<file path="config.mk">
export PLATFORM = sky130hd
export DESIGN_NAME = vector_regfile
export DESIGN_NICKNAME = d
export VERILOG_FILES = /design/src/rtl/vrf_pkg.sv /design/src/rtl/vrf_lane_merge.sv /design/src/rtl/vector_regfile.sv
export SDC_FILE = /design/constraint.sdc
export NUM_CORES = 1
export LEC_CHECK = 0
export ABC_CLOCK_PERIOD_IN_PS = 6900
export CAP_MARGIN = 25
export CORE_MARGIN = 5
export CORE_UTILIZATION = 30
export CTS_CLUSTER_SIZE = 12
export DETAILED_ROUTE_END_ITERATION = 10
export PLACE_DENSITY_LB_ADDON = 0.3
export SLEW_MARGIN = 20
export SYNTH_ARGS = -nofsm -noshare
export SYNTH_HDL_FRONTEND = slang
export SYNTH_SLANG_ARGS = --single-unit
export TNS_END_PERCENT = 50
</file>
<file path="constraint.sdc">
create_clock -name clk -period 6.9 [get_ports clk]
set_input_delay 0.69 -clock clk [delete_from_list [all_inputs] [get_ports clk]]
set_output_delay 0.69 -clock clk [all_outputs]
set_load 0.01 [all_outputs]
</file>
<file path="src/rtl/vrf_pkg.sv">
// Shared defaults, FSM state encoding and the per-bit lane-merge helper for the vector register file.
// Pure declarations; no logic or latency of its own.
package vrf_pkg;

  localparam int DEF_NUM_REGS = 8;
  localparam int DEF_LANES    = 8;
  localparam int DEF_LANE_W   = 8;

  typedef enum logic {
    IDLE  = 1'b0,
    CLEAR = 1'b1
  } vrf_state_t;

  // Selects the new bit when its lane is enabled, otherwise keeps the stored bit.
  function automatic logic lane_merge_bit(input logic old_b, input logic new_b, input logic lane_en);
    return lane_en ? new_b : old_b;
  endfunction

endpackage

</file>
<file path="src/rtl/vrf_lane_merge.sv">
// Combinational per-lane merge of a stored vector with incoming write data under a lane mask.
// Zero latency; one instance feeds both the storage write and the read bypass.
module vrf_lane_merge
  import vrf_pkg::*;
#(
  parameter int LANES  = DEF_LANES,
  parameter int LANE_W = DEF_LANE_W
) (
  input  logic [LANES*LANE_W-1:0] i_old,
  input  logic [LANES*LANE_W-1:0] i_new,
  input  logic [LANES-1:0]        i_mask,
  output logic [LANES*LANE_W-1:0] o_merged
);

  always_comb begin
    o_merged = '0;
    for (int l = 0; l < LANES; l++) begin
      for (int b = 0; b < LANE_W; b++) begin
        o_merged[l*LANE_W + b] = lane_merge_bit(i_old[l*LANE_W + b], i_new[l*LANE_W + b], i_mask[l]);
      end
    end
  end

endmodule

</file>
<file path="src/rtl/vector_regfile.sv">
// Two-read/one-write vector register file with lane-masked writes, pending-bit scoreboard and bulk clear.
// Reads land one cycle after rd_en; while busy (bulk clear) all requests are ignored and outputs hold.
module vector_regfile
  import vrf_pkg::*;
#(
  parameter  int NUM_REGS = DEF_NUM_REGS,
  parameter  int LANES    = DEF_LANES,
  parameter  int LANE_W   = DEF_LANE_W,
  localparam int VW       = LANES * LANE_W,
  localparam int AW       = $clog2(NUM_REGS)
) (
  input  logic              clk,
  input  logic              rst,
  input  logic              rd_en,
  input  logic [AW-1:0]     rd_addr_a,
  input  logic [AW-1:0]     rd_addr_b,
  output logic [VW-1:0]     vA,
  output logic [VW-1:0]     vB,
  output logic              pend_a,
  output logic              pend_b,
  input  logic              wr_en,
  input  logic [AW-1:0]     wr_addr,
  input  logic [VW-1:0]     wr_data,
  input  logic [LANES-1:0]  wr_mask,
  input  logic              rsv_en,
  input  logic [AW-1:0]     rsv_addr,
  input  logic              clr_req,
  output logic              busy
);

  logic [VW-1:0]       r_mem [NUM_REGS];
  logic [NUM_REGS-1:0] r_pend;
  vrf_state_t          r_state;
  logic [AW-1:0]       r_cnt;
  logic                r_busy;
  logic [VW-1:0]       r_va;
  logic [VW-1:0]       r_vb;
  logic                r_pa;
  logic                r_pb;

  logic                w_idle;
  logic                w_rd_go;
  logic                w_wr_go;
  logic                w_rsv_go;
  logic [VW-1:0]       w_wr_old;
  logic [VW-1:0]       w_wr_new;
  logic                w_byp_a;
  logic                w_byp_b;
  logic [VW-1:0]       w_rd_a_dat;
  logic [VW-1:0]       w_rd_b_dat;
  logic                w_rd_a_pend;
  logic                w_rd_b_pend;

  // A clear request in IDLE swallows any write or reserve presented alongside it.
  assign w_idle   = (r_state == IDLE);
  assign w_rd_go  = w_idle & rd_en;
  assign w_wr_go  = w_idle & wr_en & ~clr_req;
  assign w_rsv_go = w_idle & rsv_en & ~clr_req;

  assign w_wr_old = r_mem[wr_addr];

  vrf_lane_merge #(
    .LANES  (LANES),
    .LANE_W (LANE_W)
  ) u_merge (
    .i_old    (w_wr_old),
    .i_new    (wr_data),
    .i_mask   (wr_mask),
    .o_merged (w_wr_new)
  );

  // A write landing this edge forwards its merged value and reports the register as no longer pending.
  assign w_byp_a     = w_wr_go & (wr_addr == rd_addr_a);
  assign w_byp_b     = w_wr_go & (wr_addr == rd_addr_b);
  assign w_rd_a_dat  = w_byp_a ? w_wr_new : r_mem[rd_addr_a];
  assign w_rd_b_dat  = w_byp_b ? w_wr_new : r_mem[rd_addr_b];
  assign w_rd_a_pend = ~w_byp_a & r_pend[rd_addr_a];
  assign w_rd_b_pend = ~w_byp_b & r_pend[rd_addr_b];

  always_ff @(posedge clk) begin
    if (rst) begin
      r_state <= IDLE;
      r_cnt   <= '0;
      r_busy  <= 1'b0;
      r_va    <= '0;
      r_vb    <= '0;
      r_pa    <= 1'b0;
      r_pb    <= 1'b0;
      r_pend  <= '0;
      for (int i = 0; i < NUM_REGS; i++) begin
        r_mem[i] <= '0;
      end
    end else begin
      if (w_rd_go) begin
        r_va <= w_rd_a_dat;
        r_vb <= w_rd_b_dat;
        r_pa <= w_rd_a_pend;
        r_pb <= w_rd_b_pend;
      end

      case (r_state)
        IDLE: begin
          if (clr_req) begin
            r_state <= CLEAR;
            r_busy  <= 1'b1;
            r_cnt   <= '0;
          end
          if (w_wr_go) begin
            r_mem[wr_addr]  <= w_wr_new;
            r_pend[wr_addr] <= 1'b0;
          end
          // Later assignment wins, so a same-cycle reserve leaves the bit set.
          if (w_rsv_go) begin
            r_pend[rsv_addr] <= 1'b1;
          end
        end
        CLEAR: begin
          r_mem[r_cnt]  <= '0;
          r_pend[r_cnt] <= 1'b0;
          if (r_cnt == AW'(NUM_REGS - 1)) begin
            r_state <= IDLE;
            r_busy  <= 1'b0;
            r_cnt   <= '0;
          end else begin
            r_cnt <= r_cnt + AW'(1);
          end
        end
        default: begin
          r_state <= IDLE;
          r_busy  <= 1'b0;
          r_cnt   <= '0;
        end
      endcase
    end
  end

  assign vA     = r_va;
  assign vB     = r_vb;
  assign pend_a = r_pa;
  assign pend_b = r_pb;
  assign busy   = r_busy;

endmodule

</file>
==> impl_metrics.toml, run 1 <==
[run_status]
status = "finished, final reports clean"

[global_route]
track_usage_pct = 21.2
grt_pass1_wl_mm = 206
grt_max_degree = 101
antenna_found_initial = 6
grt_pass1_vias = 28000
grt_overflow = 0

[power]
cellLeakagePower_uw = 0.0150
comb_power_share_pct = 15.5
ir_drop_uv = 152
pwr-share-seq_pct = 44.3
pwr_density_cell_nw_per_um2 = 240
finalPower_uw = 10500
swShare_pct = 27.2
p_sw_uw = 2850
clkPwrFrac_pct = 40.2
p_int_uw = 7620

[timing]
slew_violations = 0
fin_setup_tns_ns = 0
fmax_ghz = 0.222
period_needed_ns = 4.51
grt_setup_unrepaired = "no"
hold_viol = 0
tightestPinTransition_ns = 1.11
fin_worst_skew_ns = 0.0288
max_slew_margin_pct = 25.9
finalCritPeriodShare_pct = 65.4
setup_viol = 0

[floorplanning]
die_y_um = 363
initial_core_util_pct = 30.2
die-area_um2 = 132000
die_w_um = 363
ios = 221
rows = 129
coreArea_um2 = 124000

[route]
drt_iter0_markers = 3452
vias = 28000
drcViolationCount = 0
ant_nets = 0
drt_pass1_iterations = 6
via_per_inst = 5.90
avgRoutedWirePerCell_um = 30.2
totalWireLength_mm = 144

[synthesis]
synth_edf_count = 512
synth.area.mux_share_pct = 23.9
synthAdderAreaFrac_pct = 0.0668
ys_types = 71
async_flop_share_pct = 0
ys_seq_area_share_pct = 48.7
synth-seq-cells = 655
synth_warnings = 0
synth_xor_area_share_pct = 0.164
syn_nets = 3060
syn_avg_cell_area_um2 = 12.6
synthSimpleGateAreaFrac_pct = 9.94
synth_top_family_by_area = "multiplexers"
synth_flop_cell = "edfxtp_1"
synth_cells = 2968
synth_compound_area_share_pct = 13.1
netlist_area_um2 = 37500

[clock_network]
clock_sink_count = 655
cts.clk_slew.worst_paths_ns = 0.06
cts.path.max_buffers = 3
cts_tree = "built"
htreeDepth = 3
postCtsHoldBufs = 0
clockRootBuffer = "clkbuf_16"
postCtsSetupRepairBufs = 0
clock_latency_ns = 0.65
cts_buffers = 76
ctsResizeCount = 0

[finish]
final_area_um2 = 43600
diodes = 0
final_cell_mix = "edfxtp_1, nor2_1, mux4_2"
drive_gt1_share_pct = 21.4
syn2layout_area_growth_pct = 16.4
final_common_cell = "edfxtp_1"
final_nets = 3142

[hold_path]
hold_class = "reg2reg"

[worst_setup_path]
cp_max_fo = 38
required_ns = 7.22
cp-end-kind = "flip-flop"
worst_ep_arrival_time_ns = 4.83
worst_path_max_delay_cell = "nand2b_4"
slowest_delay_ns = 0.77
crit_type = "in2reg"
crit_family = "simple AND/OR/NAND/NOR gates"
crit_path_start_kind = "input port"
cp_cell_sequence = "clkdlybuf4s50_1 -> buf_4 -> nand2b_4 -> buf_4 -> nand2_1 -> o31ai_1 -> nand2_4 -> nand2b_4 -> buf_4"
path_common_cell = "buf_4"
critPathBufInv = 4

[job]
maxCapViolCount = 0

[place]
hpwl_mm = 84.1
placed_area_um2 = 41100
gp_congestion = 0.837
portBuffers = 220
## cells by family (layout without fill, tap and decap cells)
logic type | after synthesis | in the layout
multiplexers | 557 | 557
AO/OA/AOI/OAI | 631 | 631
XOR/XNOR | 7 | 7
adder cells (fa/ha/maj) | 2 | 2
buffers and inverters | 300 | 445
flip-flops | 655 | 655
AND/OR/NAND/NOR | 816 | 816
## cell usage after synthesis (13+ instances only)
library cell / number / area (um^2)
o31ai_1: 21 / 158
nand3_1: 14 / 70.1
a21oi_1: 99 / 495
mux4_2: 260 / 5860
o21ai_1: 41 / 205
a22oi_1: 70 / 526
edfxtp_1: 512 / 15400
nand2_1: 100 / 375
a2bb2oi_1: 59 / 517
dfxtp_1: 143 / 2860
a221o_1: 17 / 170
mux2_2: 87 / 980
a211o_1: 23 / 201
nand2b_1: 61 / 382
o311ai_4: 16 / 420
buf_6: 23 / 259
o21ai_0: 130 / 651
nor2_1: 397 / 1490
buf_1: 17 / 63.8
buf_4: 13 / 97.6
nor2b_1: 17 / 106
clkbuf_1: 129 / 484
nor3_1: 174 / 871
mux2i_1: 200 / 2000
o211ai_2: 13 / 163
o311ai_2: 20 / 325
buf_2: 100 / 500
a211oi_1: 65 / 488
## worst paths after layout
kind / slack [ns] / end / cells past startpoint / from
min reg2reg: 0.47 / vB[60] / 2 / vB[60]
min: 0.47 / vB[60] / 2 / vB[60]
max: 2.39 / r_mem[0][55] / 9 / rst
max reg2reg: 2.39 / r_mem[0][55] / 6 / r_state
## power by group through the flow
| stage | logic [uW] | registers (uW) | clock network [uW] |
|---|---|---|---|
| finish | 1620 | 4630 | 4210 |
| global route | 1720 | 4650 | 4440 |
| CTS | 1620 | 4630 | 4270 |
| detailed placement | 1610 | 4710 | 0 |
| global placement | 1610 | 4700 | 0 |
| floorplan | 1020 | 4660 | 0 |
## tightest hold or removal path, stage by stage (launching register included)
cell and delay [ns]:
dfxtp_1 0.32, a2bb2oi_1 0.06, o31ai_1 0.05
## layout make-up
cell class              count  area [um^2]
fillers                 12100        80300
multi-input cells        2013        17900
well taps                1637         2050
clock buffers             104         2180
flip-flops and latches    655        18200
clock inverters            37          379
repair buffers            293         2860
inverters                  11         41.3
## stage by stage
step | hold slack [ns] | setup slack, ns | instances | utilization, %
floorplan | 0.460 | 3.01 | 2968 | -
global placement | 0.455 | 1.80 | 4606 | 33.1
detailed placement | 0.462 | 1.84 | 4609 | 33.1
CTS | 0.475 | 2.49 | 4750 | 35.2
global route | 0.498 | 2.26 | 4750 | 35.2
finish | 0.468 | 2.39 | 4750 | 35.2
## registers in the layout, indices dropped and copies added (netlist names)
signal,flops
r_pend,8
busy,1
r_cnt,3
vB,64
r_mem,512
pend_b,1
pend_a,1
r_state,1
vA,64
## layer usage
layer,up-vias,track usage [%],wire (um)
met5,-,0,27
met4,4,5.64,3600
met3,241,5.64,14800
met2,1515,33.7,65200
met1,14400,28.9,60000
li1,11800,-,-
Note: power is estimated with default switching activity, not from simulation.
==> run 2: changes to the inputs <==
- ABC_CLOCK_PERIOD_IN_PS: 6900 -> 4400
- clock period: 6.9 -> 4.4 ns (I/O delays scaled with it)
==> run 2 against run 1 <==
First-iteration DRC count fell by 9.8%. Clock power rose by 55%. Hold slack got worse by 0.12 ns. Count of clock-buffer cells in the layout rose by 5. Sequential power rose by 57%. Clock skew fell by 0.014 ns.
==> impl_metrics.toml, run 2 (synthesis gave the netlist of run 1 again) <==
[run_status]
status = "finished, final reports clean"

[timing]
hold_ws_ns = 0.344
period_needed_ns = 3.08
hold_viol = 0
slew_violations = 0
tightestPinTransition_ns = 0.986
fin_worst_skew_ns = 0.0147
max_slew_margin_pct = 34.3
fin_setup_tns_ns = 0
finalCritPeriodShare_pct = 70.0
fmax_ghz = 0.325
grt_setup_unrepaired = "no"
setup_viol = 0

[worst_setup_path]
worst_ep_arrival_time_ns = 3.38
cp-startpoint = "r_state"
worst_path_max_delay_cell = "dfxtp_1"
r2r_start = "r_state"
crit_path_start_kind = "flip-flop"
required_ns = 4.70
cp_max_fo = 20
path_common_cell = "nand2b_4"
cp_cell_sequence = "nand2b_4 -> o31ai_1 -> nand2_4 -> nand2b_4 -> buf_4"
slowest_delay_ns = 0.78
cp-end-kind = "flip-flop"
crit_type = "reg2reg"

[floorplanning]
ios = 221
die_w_um = 363
initial_core_util_pct = 30.2
coreArea_um2 = 124000
die-area_um2 = 132000
die_y_um = 363
rows = 129

[hold_path]
min-delay-start = "rd_addr_a[2]"
hold_class = "in2reg"

[global_route]
grt_pass1_vias = 28300
grt_pass1_wl_mm = 207
track_usage_pct = 21.2
antenna_found_initial = 9
grt_max_degree = 103
grt_overflow = 0

[finish]
final_nets = 3169
regMostFlops = "r_mem"
largest_reg_flops = 512
drive_gt1_share_pct = 22.2
fillers = 12100
final-instance-count-excl-fill = 4777
utilization_pct = 35.6
final_common_cell = "edfxtp_1"
final_cell_mix = "edfxtp_1, nor2_1, mux4_2"
syn2layout_area_growth_pct = 17.6

[clock_network]
ctsResizeCount = 0
cts_buffers = 76
clock_latency_ns = 0.63
cts.clk_slew.worst_paths_ns = 0.06
cts_tree = "built"
clockRootBuffer = "clkbuf_16"
postCtsHoldBufs = 0
cts.path.max_buffers = 3
htreeDepth = 3
postCtsSetupRepairBufs = 0
clock_sink_count = 655

[route]
totalWireLength_mm = 144
drt_pass1_iterations = 5
via_per_inst = 5.90
vias = 28200
avgRoutedWirePerCell_um = 30.1
drcViolationCount = 0
ant_nets = 0
drt_iter0_markers = 3115

[job]
maxCapViolCount = 0

[place]
hpwl_mm = 84.3
portBuffers = 220
gp_congestion = 0.800
placed_cells = 4635

[power]
cellLeakagePower_uw = 0.0153
ir_drop_uv = 311
pwr_density_cell_nw_per_um2 = 372
[run 2: final timing paths]
kind | endpoint | cells past startpoint | slack [ns]
worst max-delay path | r_mem[0][21] | 5 | 1.32
worst min-delay path | pend_a | 3 | 0.34
worst max register to register | r_mem[0][21] | 5 | 1.32
worst min register to register | vB[53] | 2 | 0.47
[run 2: worst max-delay path, delay by kind of cell, from the launching register on]
kind | cells | cell delay (ns)
flops | 1 | 0.78
buf+inv | 1 | 0.35
compound gates | 1 | 0.62
simple gates | 3 | 0.97
[run 2: report_power, final]
part / switching [uW] / internal (uW) / leakage [uW]
sequential: 265 / 6990 / 0.00648
clock: 2670 / 3870 / 0.00126
combinational: 1500 / 1100 / 0.00753
total: 4430 / 12000 / 0.0153
[run 2: cell type report]
type,instances,area [um^2],share of cell area (%)
flip-flops and latches,655,18200,41.4
repair buffers,320,3340,7.59
clock inverters,29,302,0.684
inverters,11,41.3,0.0937
diodes,3,7.51,0.0170
clock buffers,109,2230,5.06
well taps,1637,2050,4.65
multi-input cells,2013,17900,40.5
[run 2: layer usage]
metal / up-vias / routed length [um] / global-route usage [%]
met4: 2 / 4380 / 6.30
met2: 1421 / 65400 / 33.5
met3: 267 / 13900 / 4.87
met1: 14600 / 60300 / 29.3
met5: - / 12 / 0
li1: 11900 / - / -
[run 2: through the flow]
stage,worst slack (ns),power [uW],cell area (um^2)
3_5_place_dp,1.02,9950,41500
5_1_grt,1.20,16900,44100
6_report,1.32,16400,44100
3_3_place_gp,0.980,9940,41500
2_1_floorplan,0.759,8910,37500
4_1_cts,1.33,16500,44100
